--- config.mk ---
export PLATFORM = sky130hd
export DESIGN_NAME = iir_biquad_tdm_flat
export DESIGN_NICKNAME = d
export VERILOG_FILES = /design/src/rtl/iir_biquad_tdm_if.sv /design/src/rtl/iir_biquad_tdm.sv /design/src/flat_wrapper.sv
export SDC_FILE = /design/constraint.sdc
export NUM_CORES = 2
export LEC_CHECK = 0
export CELL_PAD_IN_SITES_DETAIL_PLACEMENT = 0
export CELL_PAD_IN_SITES_GLOBAL_PLACEMENT = 1
export CORE_AREA = 2 2 243 245
export CTS_CLUSTER_SIZE = 14
export DETAILED_ROUTE_END_ITERATION = 10
export DIE_AREA = 0 0 245 247
export GPL_TIMING_DRIVEN = 0
export PLACE_DENSITY_LB_ADDON = 0.2
export SYNTH_ARGS = -nofsm -noshare
export SYNTH_HDL_FRONTEND = slang
export SYNTH_SLANG_ARGS = --single-unit
--- constraint.sdc ---
create_clock -name clk_i -period 20.5 [get_ports clk_i]
set_input_delay 6.15 -clock clk_i [delete_from_list [all_inputs] [get_ports clk_i]]
set_output_delay 6.15 -clock clk_i [all_outputs]
set_load 0.02 [all_outputs]
--- src/rtl/iir_biquad_tdm_if.sv ---
// iir_biquad_tdm_if -- sample stream, coefficient load and clear bundle for
// iir_biquad_tdm.
//   data_i/ch_i/valid_i/ready_o : input sample handshake (channel-tagged)
//   data_o/ch_o/valid_o         : filtered output, one-cycle strobe
//   coef_we_i/coef_sel_i/coef_data_i/coef_commit_i : shadow write + commit
//   clear_i                     : zero histories, abort in-flight sample
// slave = filter side, master = sample source / controller side.
interface iir_biquad_tdm_if #(
  parameter int DATA_W = 16,
  parameter int COEF_W = 18,
  parameter int NUM_CH = 2
);
  localparam int CH_W = (NUM_CH > 1) ? $clog2(NUM_CH) : 1;

  logic signed [DATA_W-1:0] data_i;
  logic [CH_W-1:0]          ch_i;
  logic                     valid_i;
  logic                     ready_o;
  logic signed [DATA_W-1:0] data_o;
  logic [CH_W-1:0]          ch_o;
  logic                     valid_o;
  logic                     coef_we_i;
  logic [2:0]               coef_sel_i;
  logic signed [COEF_W-1:0] coef_data_i;
  logic                     coef_commit_i;
  logic                     clear_i;

  modport slave (
    input  data_i, ch_i, valid_i, coef_we_i, coef_sel_i, coef_data_i,
           coef_commit_i, clear_i,
    output ready_o, data_o, ch_o, valid_o
  );

  modport master (
    output data_i, ch_i, valid_i, coef_we_i, coef_sel_i, coef_data_i,
           coef_commit_i, clear_i,
    input  ready_o, data_o, ch_o, valid_o
  );
endinterface

--- src/rtl/iir_biquad_tdm.sv ---
// iir_biquad_tdm -- direct-form-I biquad shared across NUM_CH channels with a
// single multiply-accumulate unit (one tap per cycle, 7 cycles per sample).
//   y = (b0*x + b1*x1 + b2*x2 - a1*y1 - a2*y2) >>> FRAC, saturated to DATA_W.
// Ports:
//   clk_i   : clock
//   reset_i : synchronous active-high reset
//   bus     : iir_biquad_tdm_if.slave (sample in/out, coefficients, clear)
// Coefficients live in a shadow bank (written any time) and an active bank
// (used by the MAC); a commit copies shadow->active only when no sample is
// in flight, otherwise it is deferred to the end of the current sample.
module iir_biquad_tdm #(
  parameter int DATA_W = 16,
  parameter int COEF_W = 18,
  parameter int FRAC   = 16,
  parameter int NUM_CH = 2
) (
  input logic            clk_i,
  input logic            reset_i,
  iir_biquad_tdm_if.slave bus
);
  localparam int CH_W = (NUM_CH > 1) ? $clog2(NUM_CH) : 1;
  localparam int PW   = DATA_W + COEF_W;
  localparam int AW   = DATA_W + COEF_W + 3;

  localparam logic [CH_W:0]          NUM_CH_L = (CH_W+1)'(NUM_CH);
  localparam logic [COEF_W-1:0]      UNITY    = COEF_W'(1) << FRAC;
  localparam logic signed [AW-1:0]   SMAX     = AW'((64'sd1 <<< (DATA_W-1)) - 64'sd1);
  localparam logic signed [AW-1:0]   SMIN     = -SMAX - AW'(1);

  typedef enum logic [1:0] {S_IDLE, S_MAC, S_DONE} state_t;

  state_t                    state_q;
  logic [2:0]                tap_q;
  logic signed [DATA_W-1:0]  x_q;
  logic [CH_W-1:0]           ch_q;
  logic signed [AW-1:0]      acc_q;
  logic                      commit_pending_q;
  logic [4:0][COEF_W-1:0]    shadow_q, active_q;
  logic [NUM_CH-1:0][DATA_W-1:0] x1_q, x2_q, y1_q, y2_q;
  logic                      ready_q, valid_q;
  logic [DATA_W-1:0]         data_q;
  logic [CH_W-1:0]           ch_o_q;

  logic signed [COEF_W-1:0]  coef_op;
  logic signed [DATA_W-1:0]  samp_op;
  logic signed [PW-1:0]      prod;
  logic signed [AW-1:0]      prod_ext, acc_nxt, shifted;
  logic [DATA_W-1:0]         y_sat;
  logic                      accept;

  // Tap order b0,b1,b2,a1,a2; history of the channel being processed.
  always_comb begin
    coef_op = '0;
    samp_op = '0;
    case (tap_q)
      3'd0:    begin coef_op = active_q[0]; samp_op = x_q;         end
      3'd1:    begin coef_op = active_q[1]; samp_op = x1_q[ch_q];  end
      3'd2:    begin coef_op = active_q[2]; samp_op = x2_q[ch_q];  end
      3'd3:    begin coef_op = active_q[3]; samp_op = y1_q[ch_q];  end
      default: begin coef_op = active_q[4]; samp_op = y2_q[ch_q];  end
    endcase
  end

  assign prod     = coef_op * samp_op;
  assign prod_ext = {{(AW-PW){prod[PW-1]}}, prod};
  // Feedback taps are subtracted.
  assign acc_nxt  = (tap_q < 3'd3) ? acc_q + prod_ext : acc_q - prod_ext;
  assign shifted  = acc_q >>> FRAC;

  always_comb begin
    y_sat = shifted[DATA_W-1:0];
    if (shifted > SMAX)      y_sat = {1'b0, {(DATA_W-1){1'b1}}};
    else if (shifted < SMIN) y_sat = {1'b1, {(DATA_W-1){1'b0}}};
  end

  // Out-of-range channels are dropped without stalling the source.
  assign accept = (state_q == S_IDLE) && bus.valid_i && ({1'b0, bus.ch_i} < NUM_CH_L);

  always_ff @(posedge clk_i) begin
    if (reset_i) begin
      shadow_q <= '0;
      shadow_q[0] <= UNITY;
    end else if (bus.coef_we_i && bus.coef_sel_i <= 3'd4) begin
      shadow_q[bus.coef_sel_i] <= bus.coef_data_i;
    end
  end

  always_ff @(posedge clk_i) begin
    if (reset_i) begin
      state_q          <= S_IDLE;
      tap_q            <= '0;
      x_q              <= '0;
      ch_q             <= '0;
      acc_q            <= '0;
      commit_pending_q <= 1'b0;
      active_q         <= '0;
      active_q[0]      <= UNITY;
      x1_q             <= '0;
      x2_q             <= '0;
      y1_q             <= '0;
      y2_q             <= '0;
      ready_q          <= 1'b1;
      valid_q          <= 1'b0;
      data_q           <= '0;
      ch_o_q           <= '0;
    end else begin
      valid_q <= 1'b0;
      if (bus.clear_i) begin
        state_q <= S_IDLE;
        ready_q <= 1'b1;
        tap_q   <= '0;
        acc_q   <= '0;
        x1_q    <= '0;
        x2_q    <= '0;
        y1_q    <= '0;
        y2_q    <= '0;
        // Nothing is in flight after a clear, so a coincident commit is
        // treated like an idle commit.
        if (bus.coef_commit_i) active_q <= shadow_q;
      end else begin
        case (state_q)
          S_IDLE: begin
            if (accept) begin
              x_q     <= bus.data_i;
              ch_q    <= bus.ch_i;
              tap_q   <= '0;
              acc_q   <= '0;
              ready_q <= 1'b0;
              state_q <= S_MAC;
              // The accepted sample must see the old bank.
              if (bus.coef_commit_i) commit_pending_q <= 1'b1;
            end else if (bus.coef_commit_i) begin
              active_q <= shadow_q;
            end
          end
          S_MAC: begin
            acc_q <= acc_nxt;
            tap_q <= tap_q + 3'd1;
            if (tap_q == 3'd4) state_q <= S_DONE;
            if (bus.coef_commit_i) commit_pending_q <= 1'b1;
          end
          S_DONE: begin
            data_q       <= y_sat;
            ch_o_q       <= ch_q;
            valid_q      <= 1'b1;
            x2_q[ch_q]   <= x1_q[ch_q];
            x1_q[ch_q]   <= x_q;
            y2_q[ch_q]   <= y1_q[ch_q];
            y1_q[ch_q]   <= y_sat;
            if (commit_pending_q || bus.coef_commit_i) active_q <= shadow_q;
            commit_pending_q <= 1'b0;
            ready_q      <= 1'b1;
            state_q      <= S_IDLE;
          end
          default: begin
            state_q <= S_IDLE;
            ready_q <= 1'b1;
          end
        endcase
      end
    end
  end

  assign bus.ready_o = ready_q;
  assign bus.valid_o = valid_q;
  assign bus.data_o  = data_q;
  assign bus.ch_o    = ch_o_q;
endmodule

--- src/flat_wrapper.sv ---
// flat-port wrapper written by rule: the top's interface ports become plain ports
module iir_biquad_tdm_flat 
#(
  parameter int DATA_W = 16,
  parameter int COEF_W = 18,
  parameter int FRAC   = 16,
  parameter int NUM_CH = 2
)
  (clk_i, reset_i, bus_data_i, bus_ch_i, bus_valid_i, bus_coef_we_i, bus_coef_sel_i, bus_coef_data_i, bus_coef_commit_i, bus_clear_i, bus_ready_o, bus_data_o, bus_ch_o, bus_valid_o);
  iir_biquad_tdm_if #(.DATA_W(DATA_W), .COEF_W(COEF_W), .NUM_CH(NUM_CH)) bus_i ();
  input logic clk_i;
  input logic reset_i;
  input wire logic [$bits(bus_i.data_i)-1:0] bus_data_i;
  input wire logic [$bits(bus_i.ch_i)-1:0] bus_ch_i;
  input wire logic [$bits(bus_i.valid_i)-1:0] bus_valid_i;
  input wire logic [$bits(bus_i.coef_we_i)-1:0] bus_coef_we_i;
  input wire logic [$bits(bus_i.coef_sel_i)-1:0] bus_coef_sel_i;
  input wire logic [$bits(bus_i.coef_data_i)-1:0] bus_coef_data_i;
  input wire logic [$bits(bus_i.coef_commit_i)-1:0] bus_coef_commit_i;
  input wire logic [$bits(bus_i.clear_i)-1:0] bus_clear_i;
  output wire logic [$bits(bus_i.ready_o)-1:0] bus_ready_o;
  output wire logic [$bits(bus_i.data_o)-1:0] bus_data_o;
  output wire logic [$bits(bus_i.ch_o)-1:0] bus_ch_o;
  output wire logic [$bits(bus_i.valid_o)-1:0] bus_valid_o;
  assign bus_i.data_i = bus_data_i;
  assign bus_i.ch_i = bus_ch_i;
  assign bus_i.valid_i = bus_valid_i;
  assign bus_i.coef_we_i = bus_coef_we_i;
  assign bus_i.coef_sel_i = bus_coef_sel_i;
  assign bus_i.coef_data_i = bus_coef_data_i;
  assign bus_i.coef_commit_i = bus_coef_commit_i;
  assign bus_i.clear_i = bus_clear_i;
  assign bus_ready_o = bus_i.ready_o;
  assign bus_data_o = bus_i.data_o;
  assign bus_ch_o = bus_i.ch_o;
  assign bus_valid_o = bus_i.valid_o;
  iir_biquad_tdm #(.DATA_W(DATA_W), .COEF_W(COEF_W), .FRAC(FRAC), .NUM_CH(NUM_CH)) u_core (.clk_i(clk_i), .reset_i(reset_i), .bus(bus_i));
endmodule
## Yosys cells after proc, flatten, opt, wreduce, memory -nomap -nowiden

Index checks and enable logic that the tools add are counted.

| storage, ports and cells | value |
|---|---|
| output and inout port bits | 19 |
| logic and storage cells | 110 |
| latch bits | 0 |
| memories | 0 |
| bits in read-only memories | 0 |
| memory bits (writable) | 0 |
| flip-flop bits (word level) | 387 |

| operators by class | value |
|---|---|
| muxes and demuxes | 40 |
| bitwise logic cells | 2 |
| $add $sub $neg | 3 |
| eq/ne operators | 10 |
| divide/modulo/power cells | 0 |
| shift operators | 0 |
| magnitude comparators | 8 |
| reductions and logical operators | 18 |
| multiply operators | 1 |

Operators by type and width:

| cell | count |
|---|---|
| 2-to-1 mux 90 bit | 4 |
| case mux 90 bit (2 select lines) | 1 |
| 2-to-1 mux 16 bit | 11 |
| bitwise mux 32 bit | 4 |
| bitwise mux 90 bit | 1 |
| 2-to-1 mux 37 bit | 2 |
| case mux 37 bit (2 select lines) | 1 |
| case mux 18 bit (4 select lines) | 1 |
| case mux 16 bit (4 select lines) | 1 |
| demux 18 bit (select 3 bit) | 1 |
| adder 37 x 34 -> 37 bit | 1 |
| subtractor 37 x 34 -> 37 bit | 1 |
| multiplier 18 x 16 -> 34 bit | 1 |
| greater-than comparator 21 x 16 -> 1 bit, second input constant | 1 |
| < comparator 21 x 16 -> 1 bit, second input constant | 1 |
| 2-to-1 mux 18 bit | 1 |
| demux 16 bit (select 1 bit) | 1 |
| AND reduction 3 bit | 3 |
| AND reduction 2 bit | 4 |
| == test 3 x 2 -> 1 bit, second input constant | 2 |
| case mux 3 bit (2 select lines) | 1 |
| nonzero test 3 bit | 2 |
| logical AND 1 bit | 4 |
| < comparator 3 x 4 -> 1 bit, second input constant | 1 |
| other kinds (25) | 31 |

## Longest topological paths before layout

| depth | value |
|---|---|
| word-level depth | 7 |
| mapped depth | 49 |
| depth with buffers taken out | 43 |

## Worst setup path before layout

OpenSTA, ideal clock, no wires.

| timing | value |
|---|---|
| path kind | register -> register |
| start | register u_core.tap_q[2] |
| end | register u_core.acc_q[36] |
| data arrival time | 10.673 ns |
| required time | 20.376 ns |
| stages on the path, launching flop included | 47 |
| clock period less this slack | 10.797 ns |
| buffers on the path | 6 |
| slack | 9.703 ns |
| path through | dfxtp_1 -> clkbuf_1 -> clkinv_1 -> clkbuf_1 -> clkbuf_1 -> ha_1 -> clkbuf_1 -> clkbuf_1 -> a22oi_1 -> nand2_1 -> o21ai_1 -> clkbuf_1 -> nor2_1 -> fa_1 -> inv_1 -> fa_1 -> fa_1 -> fa_1 -> [... 11 more ...] -> nor4_1 -> and4_1 -> nand2_1 -> nor3_1 -> a21oi_1 -> xnor2_1 -> ha_1 -> nand4_1 -> nor2_1 -> a221o_1 -> a41oi_1 -> nor2_1 -> o41ai_1 -> o21a_1 -> o21ai_0 -> xnor2_1 -> a21oi_1 -> o22ai_1 |

| between the ends | value |
|---|---|
| word-level cells in the longest chain between the ends | 6 |
| elaborated cells between the ends (all ways) | 12 |
| those cells by class | add/sub: 2; mul: 1; order compare: 1; eq/ne: 3; mux: 4; reduce/logical: 1 |

RTL lines:

| what | line | RTL |
|---|---|---|
| start, declared | iir_biquad_tdm.sv:33 | `logic [2:0] tap_q;` |
| start signal, assigned | iir_biquad_tdm.sv:138 | `tap_q <= tap_q + 3'd1;` |
| == test 3 x 2 -> 1 bit (tied with other cells) | iir_biquad_tdm.sv:55 | `case (tap_q)` |
| case mux 18 bit (4 select lines) / case mux 16 bit (4 select lines) (equally long branches) | iir_biquad_tdm.sv:55 |  |
| multiplier 18 x 16 -> 34 bit | iir_biquad_tdm.sv:64 | `assign prod = coef_op * samp_op;` |
| subtractor 37 x 34 -> 37 bit / adder 37 x 34 -> 37 bit (equally long branches) | iir_biquad_tdm.sv:67 | `assign acc_nxt = (tap_q < 3'd3) ? acc_q + prod_ext : acc_q - prod_ext;` |
| 2-to-1 mux 37 bit * | iir_biquad_tdm.sv:67 |  |
| case mux 37 bit (2 select lines) * | iir_biquad_tdm.sv:121 | `case (state_q)` |
| end signal, assigned | iir_biquad_tdm.sv:137 | `acc_q <= acc_nxt;` |
| end, declared | iir_biquad_tdm.sv:36 | `logic signed [AW-1:0] acc_q;` |

Mark *: on every way between the ends. The rest lies on a longest branch, timed or not.
A chain may end at the register's enable or synchronous reset.

## Final worst setup path

Ends and elaborated chain as after synthesis.

==> run_results.csv <==
group,metric,value,unit
status,outcome,"finished, final reports clean",
sta,slew_headroom,4.86,%
critical_path,cp.arrival,15.43,ns
placed_design,portBuffers,59,
clock_tree,cts_buffers,44,
floorplanning,die_w,245,um
sta,finalCritPeriodShare,72.7,%
logic_synthesis,yosysWarnings,0,
detailed_routing,firstDrtPassIters,6,
logic_synthesis,synth_edf_count,0,
floorplanning,die_y,247,um
critical_path,path_max_fanout,10,
logic_synthesis,synth_nets,3988,
clock_tree,ctsLongestPathBuffers,3,
logic_synthesis,yosysMostFrequentCell,"nand2_1",
sta,timing.setup.tns,0,ns
clock_tree,cts_tree,"yes",
clock_tree,cts_resized,0,
clock_tree,htree_levels,2,
global_route,grt_start_max_net_pins,14,
placed_design,place_area,30200,sq um
sta,slew_violations,0,
floorplanning,placement_rows,89,
sta,fmax,67.1,MHz
critical_path,required,21.01,ns
global_route,antenna_found_initial,0,
critical_path,crit_type,"reg2reg",
cells_and_area,drive_gt1_share,4.69,%
sta,rsz0062_at_grt,"no",
placed_design,gp_congestion,0.956,
placed_design,place_hpwl,70500,um
clock_tree,clkTransAtPathRegs,0.06,ns
detailed_routing,viasPerCell,5.60,
cells_and_area,final_area,31700,sq um
sta,setup_violations,0,
cells_and_area,synthToLayoutAreaGrowth,10.9,%
cells_and_area,nets,4096,
detailed_routing,wl_per_cell,20.1,um
placed_design,placed_cells,4358,
detailed_routing,drt-total-wl,89200,um
sta,period_needed,14.91,ns
clock_tree,clock-sinks,387,
critical_path,max_stage_delay,1.07,ns
cells_and_area,diodes,0,
clock_tree,root_buffer,"clkbuf_16",
min_path,min_path_type,"reg2reg",
logic_synthesis,synth_commonest_cells,"nand2_1 (749), dfxtp_1 (387), a21oi_1 (385)",
critical_path,end_kind,"flop",
logic_synthesis,async_flop_share,0,%
sta,tightest_slew,1.42,ns
power_and_ir_drop,p_per_area,59.4,nW/um^2
detailed_routing,route.detailed.drc,0,
cells_and_area,final_cells,4439,
logic_synthesis,ys.flop_type,"dfxtp_1",
logic_synthesis,yosysSeqAreaShare,27.1,%
clock_tree,clk_latency,0.61,ns
logic_synthesis,syn_area,28600,sq um
sta,finClkSkew,0.0288,ns
floorplanning,core,58200,sq um
logic_synthesis,yosys_register_bits,387,
detailed_routing,ant_nets,0,
floorplanning,num_io_pins,63,
logic_synthesis,yosysTopAreaCellShare,27.1,%
power_and_ir_drop,p_leak,12.8,nW
clock_tree,cts_setup_buffers,0,
global_route,overflow,0,
global_route,gr-usage-all-layers,29.6,%
logic_synthesis,syn_inst,3525,
logic_synthesis,synth.avg_cell_area,8.11,sq um
critical_path,slowest_stage,"a21oi_1",
sta,hold_viol_final,0,
critical_path,start_kind,"flop",
logic_synthesis,synth.distinct_cells,79,
floorplanning,initial_core_util,49.1,%
power_and_ir_drop,peakVddDrop,71.5,uV
logic_synthesis,synth.largest_area_cell,"dfxtp_1",
floorplanning,dieArea,60500,sq um
detailed_routing,vias,24900,
detailed_routing,drtIter0Drc,1878,
flow_run,maxCapViolations,0,
sta,hold_ws,0.451,ns
logic_synthesis,synth_area_leaders,"dfxtp_1 (27%), fa_1 (20%), nand2_1 (9.8%), a21oi_1 (6.7%), ha_1 (5.6%)",
clock_tree,cts_hold_buf,0,
global_route,first_global_vias,24700,
global_route,grt_pass1_wl,139000,um
[final timing paths]
| kind | to | slack, ns | depth (start not counted) | from |
|---|---|---|---|---|
| min | u_core.active_q[31]$_SDFFE_PP0P_ | 0.45 | 2 | u_core.active_q[31]$_SDFFE_PP0P_ |
| min reg2reg | u_core.active_q[31]$_SDFFE_PP0P_ | 0.45 | 2 | u_core.active_q[31]$_SDFFE_PP0P_ |
| max reg2reg | u_core.acc_q[36]$_SDFFE_PP0P_ | 5.59 | 47 | u_core.tap_q[2]$_SDFFE_PP0P_ |
| max | u_core.acc_q[36]$_SDFFE_PP0P_ | 5.59 | 47 | u_core.tap_q[2]$_SDFFE_PP0P_ |
[per-layer routing]
| metal | vias up | global-route usage, % | wire [um] |
|---|---|---|---|
| met5 | - | 0 | 0 |
| met4 | 0 | 9.09 | 2630 |
| met3 | 148 | 4.45 | 5160 |
| met2 | 773 | 50.8 | 43200 |
| met1 | 12300 | 38.4 | 38200 |
| li1 | 11700 | - | - |
[layout make-up]
type	instances	area [sq um]
clock buffer	66	1320
tap	773	967
multi-input combinational	2597	18800
fill	5510	26500
timing repair buffer	62	617
sequential	387	7750
buffer	185	698
inverter	356	1340
clock inverter	13	183
[stage by stage]
stage | utilization (%) | worst slack (ns) | total power, mW
final | 54.4 | 5.59 | 1.88
after global routing | 54.4 | 4.85 | 1.95
after CTS | 54.4 | 5.77 | 1.88
after detailed placement | 51.8 | 5.86 | 1.08
after global placement | 51.8 | 5.99 | 1.08
after floorplan | - | 9.70 | 0.991
[power by group]
part | internal [mW] | switching, mW | total (mW)
Combinational | 0.109 | 0.191 | 0.300
Sequential | 0.761 | 0.00739 | 0.769
Clock | 0.475 | 0.339 | 0.814
Total | 1.35 | 0.538 | 1.88
[registers in the layout, summed over array words and instances (netlist names)]
signal and cells:
u_core.x1_q 32, u_core.bus.valid_o 1, u_core.y2_q 32, u_core.x2_q 32, u_core.y1_q 32, u_core.commit_pending_q 1, u_core.x_q 16, u_core.ch_q 1
u_core.bus.data_o 16, u_core.state_q 2, u_core.bus.ch_o 1, u_core.tap_q 3, u_core.active_q 90, u_core.acc_q 37, u_core.shadow_q 90, u_core.bus.ready_o 1
[critical path: cells and delay by family, from the launching register on]
| family | cells | cell delay (ns) |
|---|---|---|
| AOI/OAI and AO/OA | 13 | 4.08 |
| xor gates and xnor gates | 3 | 0.74 |
| adders and majority gates | 9 | 3.65 |
| buffers and inverters | 13 | 4.11 |
| DFF | 1 | 0.29 |
| and+or+nand+nor | 9 | 1.93 |
[placed cells by master, fill, tap and decap left out, types with 9 or more instances in the layout]
master,n
mux2_2,47
inv_1,355
nand2b_1,36
dfxtp_1,387
nand4_1,10
o21a_1,25
nor2b_1,17
o21ai_0,39
xnor2_1,66
or2_2,21
a211oi_1,55
buf_1,9
clkbuf_16,44
ha_1,128
mux2i_1,20
and2_1,9
a22oi_1,90
xor2_1,29
fa_1,291
o21ai_1,27
a31oi_1,14
nor3_1,27
a21o_1,33
nand2_1,749
clkbuf_1,181
nor2_1,315
a21oi_1,382
clkbuf_8,14
nand3_1,45
and3_1,15
clkdlybuf4s50_1,59
[kinds of logic (layout without fill, tap and decap cells)]
family | count (synthesis) | after routing | synth area share, %
multiplexers | 68 | 68 | 2.59
AND/OR/NAND/NOR | 1278 | 1278 | 18.6
AO/OA/AOI/OAI | 737 | 737 | 15.7
buffers and inverters | 541 | 682 | 7.12
flip-flops | 387 | 387 | 27.1
adder cells (fa/ha/maj) | 419 | 419 | 26.0
XOR/XNOR | 95 | 95 | 2.91
Power figures use the tool's default switching activity.
